File: src/rtl/mem_stage.sv
// mem_stage: data-memory access stage between execute and writeback; one registered result pulse per instruction.
// Latency 1 for non-memory ops and faults, 2+ for bus ops; M_ready_o stays low while a bus access is outstanding.
module mem_stage #(
  parameter int XLEN    = 32,
  parameter int TIMEOUT = 16
) (
  input  logic            clk_i,
  input  logic            rst,
  input  logic            E_valid_i,
  input  logic [XLEN-1:0] E_valE_i,
  input  logic [XLEN-1:0] E_rs2_data_i,
  input  logic            E_load_i,
  input  logic            E_store_i,
  input  logic [2:0]      E_funct3_i,
  input  logic [4:0]      E_rd_i,
  input  logic            E_wen_i,
  output logic            M_ready_o,
  output logic            dmem_req_o,
  output logic            dmem_we_o,
  output logic [XLEN-1:0] dmem_addr_o,
  output logic [31:0]     dmem_wdata_o,
  output logic [3:0]      dmem_wstrb_o,
  input  logic            dmem_ack_i,
  input  logic [31:0]     dmem_rdata_i,
  output logic            M_valid_o,
  output logic [XLEN-1:0] M_valM_o,
  output logic [4:0]      M_rd_o,
  output logic            M_wen_o,
  output logic            M_exc_o,
  output logic [1:0]      M_exc_cause_o
);

  localparam logic [0:0] S_IDLE = 1'b0;
  localparam logic [0:0] S_BUSY = 1'b1;
  localparam int CW = $clog2(TIMEOUT + 1);
  localparam logic [CW-1:0] CNT_LAST = CW'(TIMEOUT - 1);

  logic [0:0]      state_q, state_d;
  logic            req_q, req_d, we_q, we_d;
  logic [XLEN-1:0] addr_q, addr_d;
  logic [31:0]     wdata_q, wdata_d;
  logic [3:0]      wstrb_q, wstrb_d;
  logic [CW-1:0]   cnt_q, cnt_d;
  logic            valid_q, valid_d, wen_q, wen_d, exc_q, exc_d;
  logic [XLEN-1:0] valm_q, valm_d;
  logic [4:0]      rd_q, rd_d;
  logic [1:0]      cause_q, cause_d;
  // Latched copy of the accepted instruction, consumed when the bus access ends.
  logic [XLEN-1:0] p_vale_q, p_vale_d;
  logic [2:0]      p_f3_q, p_f3_d;
  logic            p_load_q, p_load_d, p_wen_q, p_wen_d;
  logic [4:0]      p_rd_q, p_rd_d;

  logic            is_mem, size_ok, misal;
  logic [31:0]     st_wdata;
  logic [3:0]      st_wstrb;
  logic [7:0]      ld_byte;
  logic [15:0]     ld_half;
  logic [XLEN-1:0] ld_val;

  assign is_mem  = E_load_i | E_store_i;
  assign size_ok = E_load_i ? (E_funct3_i != 3'b011 && E_funct3_i[2:1] != 2'b11)
                            : (E_funct3_i[2] == 1'b0 && E_funct3_i[1:0] != 2'b11);
  assign misal   = (E_funct3_i[1:0] == 2'b01 && E_valE_i[0]) ||
                   (E_funct3_i[1:0] == 2'b10 && E_valE_i[1:0] != 2'b00);
  assign ld_half = p_vale_q[1] ? dmem_rdata_i[31:16] : dmem_rdata_i[15:0];

  always_comb begin
    st_wdata = E_rs2_data_i[31:0];
    st_wstrb = 4'b1111;
    case (E_funct3_i[1:0])
      2'b00: begin
        st_wdata = {4{E_rs2_data_i[7:0]}};
        st_wstrb = 4'b0001 << E_valE_i[1:0];
      end
      2'b01: begin
        st_wdata = {2{E_rs2_data_i[15:0]}};
        st_wstrb = E_valE_i[1] ? 4'b1100 : 4'b0011;
      end
      default: ;
    endcase
  end

  always_comb begin
    ld_byte = dmem_rdata_i[7:0];
    case (p_vale_q[1:0])
      2'b01:   ld_byte = dmem_rdata_i[15:8];
      2'b10:   ld_byte = dmem_rdata_i[23:16];
      2'b11:   ld_byte = dmem_rdata_i[31:24];
      default: ;
    endcase
    case (p_f3_q)
      3'b000:  ld_val = {{(XLEN-8){ld_byte[7]}}, ld_byte};
      3'b001:  ld_val = {{(XLEN-16){ld_half[15]}}, ld_half};
      3'b100:  ld_val = {{(XLEN-8){1'b0}}, ld_byte};
      3'b101:  ld_val = {{(XLEN-16){1'b0}}, ld_half};
      default: ld_val = XLEN'(dmem_rdata_i);
    endcase
  end

  always_comb begin
    state_d  = state_q;  req_d   = req_q;   we_d    = we_q;
    addr_d   = addr_q;   wdata_d = wdata_q; wstrb_d = wstrb_q;
    cnt_d    = cnt_q;    valid_d = 1'b0;    valm_d  = valm_q;
    rd_d     = rd_q;     wen_d   = wen_q;   exc_d   = exc_q;
    cause_d  = cause_q;
    p_vale_d = p_vale_q; p_f3_d  = p_f3_q;  p_load_d = p_load_q;
    p_wen_d  = p_wen_q;  p_rd_d  = p_rd_q;
    case (state_q)
      S_IDLE: begin
        if (E_valid_i) begin
          p_vale_d = E_valE_i;  p_f3_d = E_funct3_i; p_load_d = E_load_i;
          p_wen_d  = E_wen_i;   p_rd_d = E_rd_i;
          if (!is_mem || !size_ok || misal) begin
            valid_d = 1'b1;
            valm_d  = E_valE_i;
            rd_d    = E_rd_i;
            wen_d   = is_mem ? 1'b0 : E_wen_i;
            exc_d   = is_mem;
            cause_d = !is_mem ? 2'b00 : (!size_ok ? 2'b11 : 2'b01);
          end else begin
            state_d = S_BUSY;
            req_d   = 1'b1;
            we_d    = !E_load_i;
            addr_d  = {E_valE_i[XLEN-1:2], 2'b00};
            wdata_d = st_wdata;
            wstrb_d = E_load_i ? 4'b0000 : st_wstrb;
            cnt_d   = '0;
          end
        end
      end
      default: begin
        // Ack beats timeout when both land on the same edge.
        if (dmem_ack_i || cnt_q == CNT_LAST) begin
          state_d = S_IDLE;
          req_d   = 1'b0;
          we_d    = 1'b0;
          valid_d = 1'b1;
          rd_d    = p_rd_q;
          exc_d   = !dmem_ack_i;
          cause_d = dmem_ack_i ? 2'b00 : 2'b10;
          wen_d   = dmem_ack_i && p_load_q && p_wen_q;
          valm_d  = (dmem_ack_i && p_load_q) ? ld_val : p_vale_q;
        end else begin
          cnt_d = cnt_q + CW'(1);
        end
      end
    endcase
  end

  always_ff @(posedge clk_i or negedge rst) begin
    if (!rst) begin
      state_q  <= S_IDLE; req_q   <= 1'b0; we_q    <= 1'b0;
      addr_q   <= '0;     wdata_q <= '0;   wstrb_q <= '0;
      cnt_q    <= '0;     valid_q <= 1'b0; valm_q  <= '0;
      rd_q     <= '0;     wen_q   <= 1'b0; exc_q   <= 1'b0;
      cause_q  <= '0;
      p_vale_q <= '0;     p_f3_q  <= '0;   p_load_q <= 1'b0;
      p_wen_q  <= 1'b0;   p_rd_q  <= '0;
    end else begin
      state_q  <= state_d;  req_q   <= req_d;   we_q    <= we_d;
      addr_q   <= addr_d;   wdata_q <= wdata_d; wstrb_q <= wstrb_d;
      cnt_q    <= cnt_d;    valid_q <= valid_d; valm_q  <= valm_d;
      rd_q     <= rd_d;     wen_q   <= wen_d;   exc_q   <= exc_d;
      cause_q  <= cause_d;
      p_vale_q <= p_vale_d; p_f3_q  <= p_f3_d;  p_load_q <= p_load_d;
      p_wen_q  <= p_wen_d;  p_rd_q  <= p_rd_d;
    end
  end

  assign M_ready_o     = (state_q == S_IDLE);
  assign dmem_req_o    = req_q;
  assign dmem_we_o     = we_q;
  assign dmem_addr_o   = addr_q;
  assign dmem_wdata_o  = wdata_q;
  assign dmem_wstrb_o  = wstrb_q;
  assign M_valid_o     = valid_q;
  assign M_valM_o      = valm_q;
  assign M_rd_o        = rd_q;
  assign M_wen_o       = wen_q;
  assign M_exc_o       = exc_q;
  assign M_exc_cause_o = cause_q;

endmodule
File: config.mk
export PLATFORM = sky130hd
export DESIGN_NAME = mem_stage
export DESIGN_NICKNAME = d
export VERILOG_FILES = /design/src/rtl/mem_stage.sv
export SDC_FILE = /design/constraint.sdc
export NUM_CORES = 1
export LEC_CHECK = 0
export CAP_MARGIN = 20
export CORE_ASPECT_RATIO = 0.8
export CORE_MARGIN = 1
export CORE_UTILIZATION = 29
export CTS_BUF_LIST = sky130_fd_sc_hd__clkbuf_8
export DETAILED_ROUTE_END_ITERATION = 12
export PLACE_DENSITY = 0.49
export SETUP_SLACK_MARGIN = 0.05
export SYNTH_ARGS = -nofsm -noshare
export SYNTH_HDL_FRONTEND = slang
export SYNTH_SLANG_ARGS = --single-unit
File: constraint.sdc
create_clock -name clk_i -period 6.1 [get_ports clk_i]
set_clock_uncertainty 0.05 [all_clocks]
set_input_delay 1.22 -clock clk_i [delete_from_list [all_inputs] [get_ports clk_i]]
set_output_delay 1.22 -clock clk_i [all_outputs]
set_load 0.01 [all_outputs]
After elaboration in Yosys (flattened, before gate mapping)
Cells that the tools add are included.
{ "totals": {"in_bits": 111, "out_inout_bits": 113, "word_cells": 115, "regBits": 158} }
{ "classes": {"n_bitwise": 4, "addsub": 1, "mux": 52, "n_shift": 1, "n_eq_ne": 15, "reduce_logical": 24} }
{ "op_table": {"columns": ["operator", "n"], "rows": [
  ["32-bit two-way mux", 5],
  ["32-bit one-hot mux with 4 select lines", 1],
  ["32-bit one-hot mux with 2 select lines", 1],
  ["5-bit two-way mux", 8],
  ["1-bit two-way mux", 25],
  ["8-bit one-hot mux with 3 select lines", 1],
  ["16-bit two-way mux", 1],
  ["2-bit two-way mux", 7],
  ["3-bit AND reduction", 4],
  ["4-bit two-way mux", 2],
  ["2-bit != test (second input constant)", 4],
  ["4-bit one-hot mux with 2 select lines", 1],
  ["2-bit == test (second input constant)", 3],
  ["3-bit == test (second input constant)", 2],
  ["1-bit logical AND", 6],
  ["2-bit nonzero test", 3],
  ["5-bit by 1-bit adder with 5-bit output (second input constant)", 1],
  ["5-bit by 4-bit == test with 1-bit output (second input constant)", 1],
  ["2-bit by 1-bit == test with 1-bit output (second input constant)", 2],
  ["1-bit zero test", 4],
  ["1-bit logical OR", 4],
  ["1-bit by 2-bit << shifter with 4-bit output (first input constant)", 1],
  ["3-bit by 1-bit == test with 1-bit output (second input constant)", 1],
  ["3-bit zero test", 1],
  ["6 further kinds", 8]
]} }

Depth between registers and ports, before layout
Gate-level depths: netlist of the first run.
{ "depth": {"word_depth": 9, "mapped_depth": 8, "depth_no_buf": 7} }

Least setup slack after synthesis of the first run
No wires, ideal clock.
{ "synth_path": {"path_type": "in2reg", "startpoint": "in E_funct3_i[0]", "endpoint": "reg valm_q[18], in the netlist M_valM_o[18]", "path_buffers": 3, "cell_stages": 8, "arrival_time_ns": 2.492, "setup_ns": 0.128, "slack_ns": 3.431, "required_ns": 5.922, "cell_sequence": "clkbuf_1 > o21a_1 > a21oi_2 > nand2_1 > a21bo_1 > buf_2 > buf_6 > mux2_1"} }
{ "synth_between": {"elab_chain_cells": 8, "word_cells_on_any_way": 15, "classes_between": "4 x eq/ne; 1 x mux; 10 x reduce/logical"} }
{ "synth_lines": {"columns": ["item", "line_no", "rtl"], "rows": [
  ["from (decl)", "14", "input logic [2:0] E_funct3_i,"],
  ["3-bit by 2-bit != test with 1-bit output / 2-bit != test (equally long branches)", "62, 63", null],
  ["1-bit logical AND (on tied branches)", "62, 63", null],
  ["1-bit two-way mux", "62", "assign size_ok = E_load_i ? (E_funct3_i != 3'b011 && E_funct3_i[2:1] != 2'b11)"],
  ["1-bit zero test", null, null],
  ["1-bit logical OR", "114", "if (!is_mem || !size_ok || misal) begin"],
  ["1-bit logical OR *", "114", null],
  ["2-bit nonzero test (no line) *", null, null],
  ["3-bit AND reduction (no line) *", null, null],
  ["to (signal assigned)", "163", "cnt_q <= cnt_d; valid_q <= valid_d; valm_q <= valm_d;"],
  ["to (decl)", "45", "logic [XLEN-1:0] valm_q, valm_d;"]
]} }
Mark *: on every way between the ends. The rest lies on a longest branch, timed or not.
A chain may end at the register's enable or synchronous reset.

Worst setup path after layout of the first run
{ "layout_path": {"startpoint": "in E_funct3_i[0]", "endpoint": "reg valm_q[15], in the netlist M_valM_o[15]"} }
Same word-level chain as after synthesis.

==> flow_summary.ini, run 1 <==
[critical_path]
cp.arrival_ns = 4.04
end_kind = flop
slowest_stage = clkdlybuf4s50_1
cp-start-kind = input pin
required_ns = 6.37
cp_slowest_stage_delay_ns = 0.95
cp_max_fo = 24
path_buf_inv = 2
crit_family = buffers and inverters
path_class = input pin to flop
crit_chain = clkdlybuf4s50_1 > nand2_1 > o22a_1 > nand2_1 > a21bo_2 > buf_4 > mux2_1
critPathMostFrequentCell = nand2_1

[global_route]
grt_pass1_vias = 6360
grt.total_usage_pct = 18.67
grt_max_degree = 73
grt_overflow = 0
antenna_found_initial = 0
grt_first_pass_wirelength_um = 38350

[cts]
cts_tree = built
cts_max_level = 4
postCtsSetupBuffers = 0
cts_buffer_depth = 2
insertion_delay_ns = 0.45
clock_sinks = 158
path_clk_slew_ns = 0.07
cts-resized-gates = 0
cts_hold_buf = 0
cts_inserted_buffers = 17
cts_root_buffer = clkbuf_8

[yosys]
syn-instance-count = 850
yosysWarningCount = 0
synth_cell_types = 52
synth_seq_area_share_pct = 51.21
avgSynthCellArea_um2 = 9.084
ys_async_sr_fraction_pct = 100.0
synth_area_um2 = 7721
synth_edf_count = 0
synthFlopType = dfrtp_1
ys_ff_latch = 158

[final_layout]
fill_cells = 2623
postLayoutCellArea_um2 = 10610
area_delta_synth_final_pct = 37.43
diodes = 0
fin_nets = 1157
drive_gt1_share_pct = 7.474

[die]
dieArea_um2 = 27290
core_area_um2 = 26190
die_h_um = 147.9
die_w_um = 184.4
initial_utilization_pct = 29.48
design.portCount = 224
fp-row-count = 53

[min_path]
min_path_type = flop to flop

[route]
wl_per_cell_um = 17.94
detail-route-antenna-nets = 0
via_count = 6538
viasPerCell = 4.624
dr.pass1.iters = 4
drc = 0
drt_wl_total_um = 25370
drt_iter0_drc = 433

[power]
power_leakage_nw = 4.754
power_density_nw_per_um2 = 327.1
ir_worst_vdd_uv = 147.6

[sta]
tns_ns = 0
slew_headroom_pct = 36.14
min_period_ns = 3.771
hold_viol = 0
setup_ws_ns = 2.329
setup_violations = 0
grt_setup_unrepaired = false
max_freq_ghz = 0.2652
tightest_slew_ns = 0.9545
period_share_pct = 61.82
slew_violations = 0

[place]
gp_congestion = 0.8091
port_buffers = 221
placed_cell_area_um2 = 10210
pre_cts_ws_ns = 1.834
dpl.hpwl_um = 17910

[job]
max-cap-violations = 0

[status]
status = complete, no violations
## per-stage QoR
stage | instances | power (mW) | hold slack (ns) | util, %
final | 1414 | 3.471 | 0.4248 | 40.51
after global routing | 1414 | 3.678 | 0.4470 | 40.51
after CTS | 1413 | 3.523 | 0.4290 | 40.47
after detailed placement | 1381 | 2.706 | 0.4099 | 38.96
after global placement | 1381 | 2.700 | 0.4043 | 38.96
after floorplan | 851 | 2.003 | 0.3901 | -
## power breakdown
group | internal, mW | switching [mW] | total, mW | leakage [nW]
sequential | 1.31 | 0.169 | 1.47 | 1.94
combinational | 0.643 | 0.555 | 1.20 | 2.62
clock | 0.375 | 0.423 | 0.798 | 0.194
total | 2.32 | 1.15 | 3.47 | 4.75
## worst paths after layout
kind,to,start,slack (ns),depth (start not counted)
min,p_vale_q[15]$_DFFE_PN0P_,p_vale_q[15]$_DFFE_PN0P_,0.42,2
min in group asynchronous,dmem_wdata_o[22]$_DFFE_PN0P_,rst,0.72,1
max in group asynchronous,p_vale_q[9]$_DFFE_PN0P_,rst,4.09,2
max,M_valM_o[15]$_DFFE_PN0P_,E_funct3_i[0],2.33,7
max reg2reg,M_valM_o[17]$_DFFE_PN0P_,state_q$_DFF_PN0_,3.19,7
min reg2reg,p_vale_q[15]$_DFFE_PN0P_,p_vale_q[15]$_DFFE_PN0P_,0.42,2
## layout make-up
type	instances	area [um^2]	share of cell area, %
multi-input combinational	626	3482	32.81
timing repair buffer	232	2300	21.67
clock inverter	14	146.4	1.380
sequential	158	3955	37.27
tap	357	446.7	4.209
clock buffer	18	247.7	2.335
inverter	9	33.78	0.3184
## worst min-delay path, stage by stage, from the launching register on
cell and delay (ns):
dfrtp_1 0.34, nand2_1 0.05, nand2_1 0.06
## metal layers
layer	track usage, %	vias to the layer above	part of all wire [%]	wire, um
li1	-	3229	-	-
met1	27.44	3159	50	12670
met2	28.08	134	45	11290
met3	3.326	16	4.5	1129
met4	4.750	0	1.1	280
met5	0	-	0	0
## cells in the final DEF, fill, tap and decap left out, types with 8 or more instances in the layout
| master | count |
|---|---|
| o22ai_1 | 8 |
| nand2_1 | 308 |
| clkbuf_8 | 18 |
| clkdlybuf4s50_1 | 220 |
| inv_1 | 10 |
| o21ai_0 | 40 |
| mux2_4 | 11 |
| o21a_1 | 17 |
| nand3_1 | 10 |
| buf_4 | 10 |
| mux2_1 | 28 |
| a21oi_1 | 47 |
| dfrtp_1 | 157 |
| a21oi_2 | 12 |
| mux2i_1 | 27 |
| nand3b_1 | 8 |
| nor2_1 | 37 |
| nand2b_1 | 9 |
## flip-flops by register name, summed over array words and instances, names as in the netlist
register,cells
p_vale_q,32
p_f3_q,3
M_wen_o,1
p_wen_q,1
dmem_we_o,1
dmem_wstrb_o,4
dmem_wdata_o,32
M_valid_o,1
p_rd_q,5
M_exc_o,1
M_exc_cause_o,2
cnt_q,5
state_q,1
M_rd_o,5
M_valM_o,32
p_load_q,1
dmem_addr_o,30
dmem_req_o,1
## cells by family (layout without fill, tap and decap cells)
kind of cell	after synthesis	count (layout)	synth area share, %
muxes	73	73	10.74
DFF	158	158	51.21
xor gates and xnor gates	2	2	0.2269
other	1	2	0.04857
adders and majority gates	2	2	0.3240
buffers and inverters	67	273	4.051
AOI/OAI and AO/OA	156	156	12.93
and+or+nand+nor	391	391	20.47
## Yosys cell counts (3+ instances only)
cell type,instances,area [um^2]
o221ai_1,7,61.31
nand3b_1,8,60.06
buf_6,4,45.04
nor2_1,37,138.9
o22ai_1,8,50.05
clkbuf_1,40,150.1
a21oi_2,12,105.1
buf_2,6,30.03
mux2_4,11,165.2
nand2b_1,9,56.30
dfrtp_1,158,3954
a21o_1,3,22.52
inv_1,8,30.03
mux2_1,28,315.3
a221oi_1,6,52.55
buf_1,5,18.77
nand3_1,11,55.05
mux2_2,7,78.83
o21ai_0,40,200.2
nand2_1,309,1160
nor2b_1,5,31.28
mux2i_1,27,270.3
a21oi_1,47,235.2
o21a_1,17,127.6
Power figures use the tool's default switching activity.
==> inputs of run 2 (changes only) <==
--- a/config.mk
+++ b/config.mk
@@ -11,7 +11,7 @@
 export CORE_UTILIZATION = 29
 export CTS_BUF_LIST = sky130_fd_sc_hd__clkbuf_8
 export DETAILED_ROUTE_END_ITERATION = 12
-export PLACE_DENSITY = 0.49
+export PLACE_DENSITY = 0.51
 export SETUP_SLACK_MARGIN = 0.05
 export SYNTH_ARGS = -nofsm -noshare
 export SYNTH_HDL_FRONTEND = slang
==> constraint.sdc (replaced) <==
create_clock -name clk_i -period 3.16 [get_ports clk_i]
set_clock_uncertainty 0.05 [all_clocks]
set_input_delay 0.632 -clock clk_i [delete_from_list [all_inputs] [get_ports clk_i]]
set_output_delay 0.632 -clock clk_i [all_outputs]
set_load 0.01 [all_outputs]
==> run 2 against run 1 <==
Against the previous run:
- total power increased by 96%
- global-route usage increased by 1.2 points
- register-to-register slack got worse by 2.4 ns
- clock-buffer cell count decreased by 1
- first-iteration DRC count decreased by 13%
- die area unchanged
- wire length increased by 4.0%
- utilization increased by 0.51 points
- design area increased by 1.3%
- flip-flop and latch count unchanged
- critical endpoint is now M_ready_o
==> flow_summary.ini, run 2 (synthesis results as in run 1) <==
[power]
p_sw_mw = 2.307
seq_power_share_pct = 41.7
power_density_nw_per_um2 = 634.6
power_leakage_nw = 4.825
swShare_pct = 33.84
internal-power_mw = 4.511
pwr-share-comb_pct = 34.8
pwr-share-clk_pct = 23.5
ir_worst_vdd_uv = 274.2

[sta]
min_period_ns = 2.474
slew_headroom_pct = 24.24
setup_ws_ns = 0.6856
grt_setup_unrepaired = false
period_share_pct = 78.30
tightest_slew_ns = 1.132
max_freq_ghz = 0.4041
tns_ns = 0
setup_violations = 0
hold_viol = 0
slew_violations = 0

[die]
die_w_um = 184.4
dieArea_um2 = 27290
core_area_um2 = 26190
fp-row-count = 53
initial_utilization_pct = 29.48
die_h_um = 147.9
design.portCount = 224

[cts]
postCtsSetupBuffers = 0
clock_sinks = 158
insertion_delay_ns = 0.47
cts_buffer_depth = 2
path_clk_slew_ns = 0.10
cts_inserted_buffers = 17
cts_root_buffer = clkbuf_8
cts_max_level = 4
cts_tree = built

[global_route]
grt_first_pass_wirelength_um = 40570
grt_overflow = 0
grt_pass1_vias = 6646
grt_max_degree = 96
antenna_found_initial = 0
grt.total_usage_pct = 19.84

[route]
drc = 0
detail-route-antenna-nets = 0
wl_per_cell_um = 18.53
drt_wl_total_um = 26390
via_count = 6663
drt_iter0_drc = 377
viasPerCell = 4.679
dr.pass1.iters = 5

[critical_path]
cp.arrival_ns = 1.79
required_ns = 2.48
end_kind = output pin
path_class = flop to output pin
cp_max_fo = 19
cp-start-kind = flop

[final_layout]
drive_gt1_share_pct = 8.435
fin_nets = 1167
fill_cells = 2618
final_common_cell = nand2_1
final_cell_mix = 308 x nand2_1, 220 x clkdlybuf4s50_1, 157 x dfrtp_1
area_delta_synth_final_pct = 39.17
diodes = 0

[place]
port_buffers = 221
dpl.hpwl_um = 19040
gp_congestion = 0.8232
pre_cts_ws_ns = 0.2561

[job]
max-cap-violations = 0

[min_path]
min_path_type = flop to flop

[status]
status = complete, no violations
[run 2: cell types whose count changed in the layout (fill, tap and decap cells not counted)]
cell	delta
buf_12	+4
clkbuf_8	-1
inv_8	+1
clkinv_4	-2
inv_1	-2
clkinvlp_4	-2
inv_6	+6
buf_4	+6
dlygate4sd3_1	+1
buf_6	-1
[run 2: routing by layer]
layer / vias up / global-route usage, % / wire (um) / share of wire (%)
li1: 3237 / - / - / -
met1: 3249 / 28.83 / 13090 / 50
met2: 164 / 30.47 / 11970 / 45
met3: 13 / 3.523 / 1093 / 4.1
met4: 0 / 4.583 / 235 / 0.89
met5: - / 0 / 0 / 0
[run 2: what timing repair did]
action | CTS | global route
gates resized for setup | 0 | 0
endpoints found under the hold margin | 5 | 0
hold buffers | 1 | 0
endpoints found under the setup margin | 0 | 0
[run 2: final timing paths]
check	endpoint	startpoint	slack, ns	cells after the start
worst max register to register	M_valM_o[5]$_DFFE_PN0P_	p_vale_q[0]$_DFFE_PN0P_	0.84	5
worst max-delay path	M_ready_o	state_q$_DFF_PN0_	0.69	2
max in group asynchronous	p_vale_q[3]$_DFFE_PN0P_	rst	1.84	3
worst min-delay path	dmem_addr_o[22]$_DFFE_PN0P_	dmem_addr_o[22]$_DFFE_PN0P_	0.43	2
min in group asynchronous	dmem_addr_o[29]$_DFFE_PN0P_	rst	0.48	2
worst min register to register	dmem_addr_o[22]$_DFFE_PN0P_	dmem_addr_o[22]$_DFFE_PN0P_	0.43	2
[run 2: critical path, stage by stage, from the launching register on]
cell             delay [ns]
dfrtp_2                0.58
inv_1                  0.17
clkdlybuf4s50_1        0.56
[run 2: metrics by stage]
stage          cells  hold slack, ns  utilization (%)  power (mW)  cell area [um^2]
2_1_floorplan    851          0.2864                -       3.866              7725
3_3_place_gp    1391          0.3914            39.44       5.259             10330
3_5_place_dp    1391          0.3889            39.44       5.277             10330
4_1_cts         1424          0.4336            41.02       6.916             10750
5_1_grt         1424          0.4507            41.02       7.241             10750
6_report        1424          0.4291            41.02       6.819             10750
[run 2: layout make-up]
class,instances,area [um^2],share of cell area [%]
tap,357,446.7,4.157
clock inverter,15,170.2,1.584
multi-input combinational,626,3482,32.41
clock buffer,17,234.0,2.177
inverter,9,33.78,0.3144
timing repair buffer,242,2424,22.55
sequential,158,3955,36.81
[run 2: power by group through the flow]
stage | logic, mW | registers (mW) | clock network [mW]
final | 2.37 | 2.84 | 1.60
after global routing | 2.59 | 2.91 | 1.74
after CTS | 2.41 | 2.85 | 1.66
after detailed placement | 2.40 | 2.88 | 0
after global placement | 2.38 | 2.88 | 0
after floorplan | 0.864 | 3.00 | 0
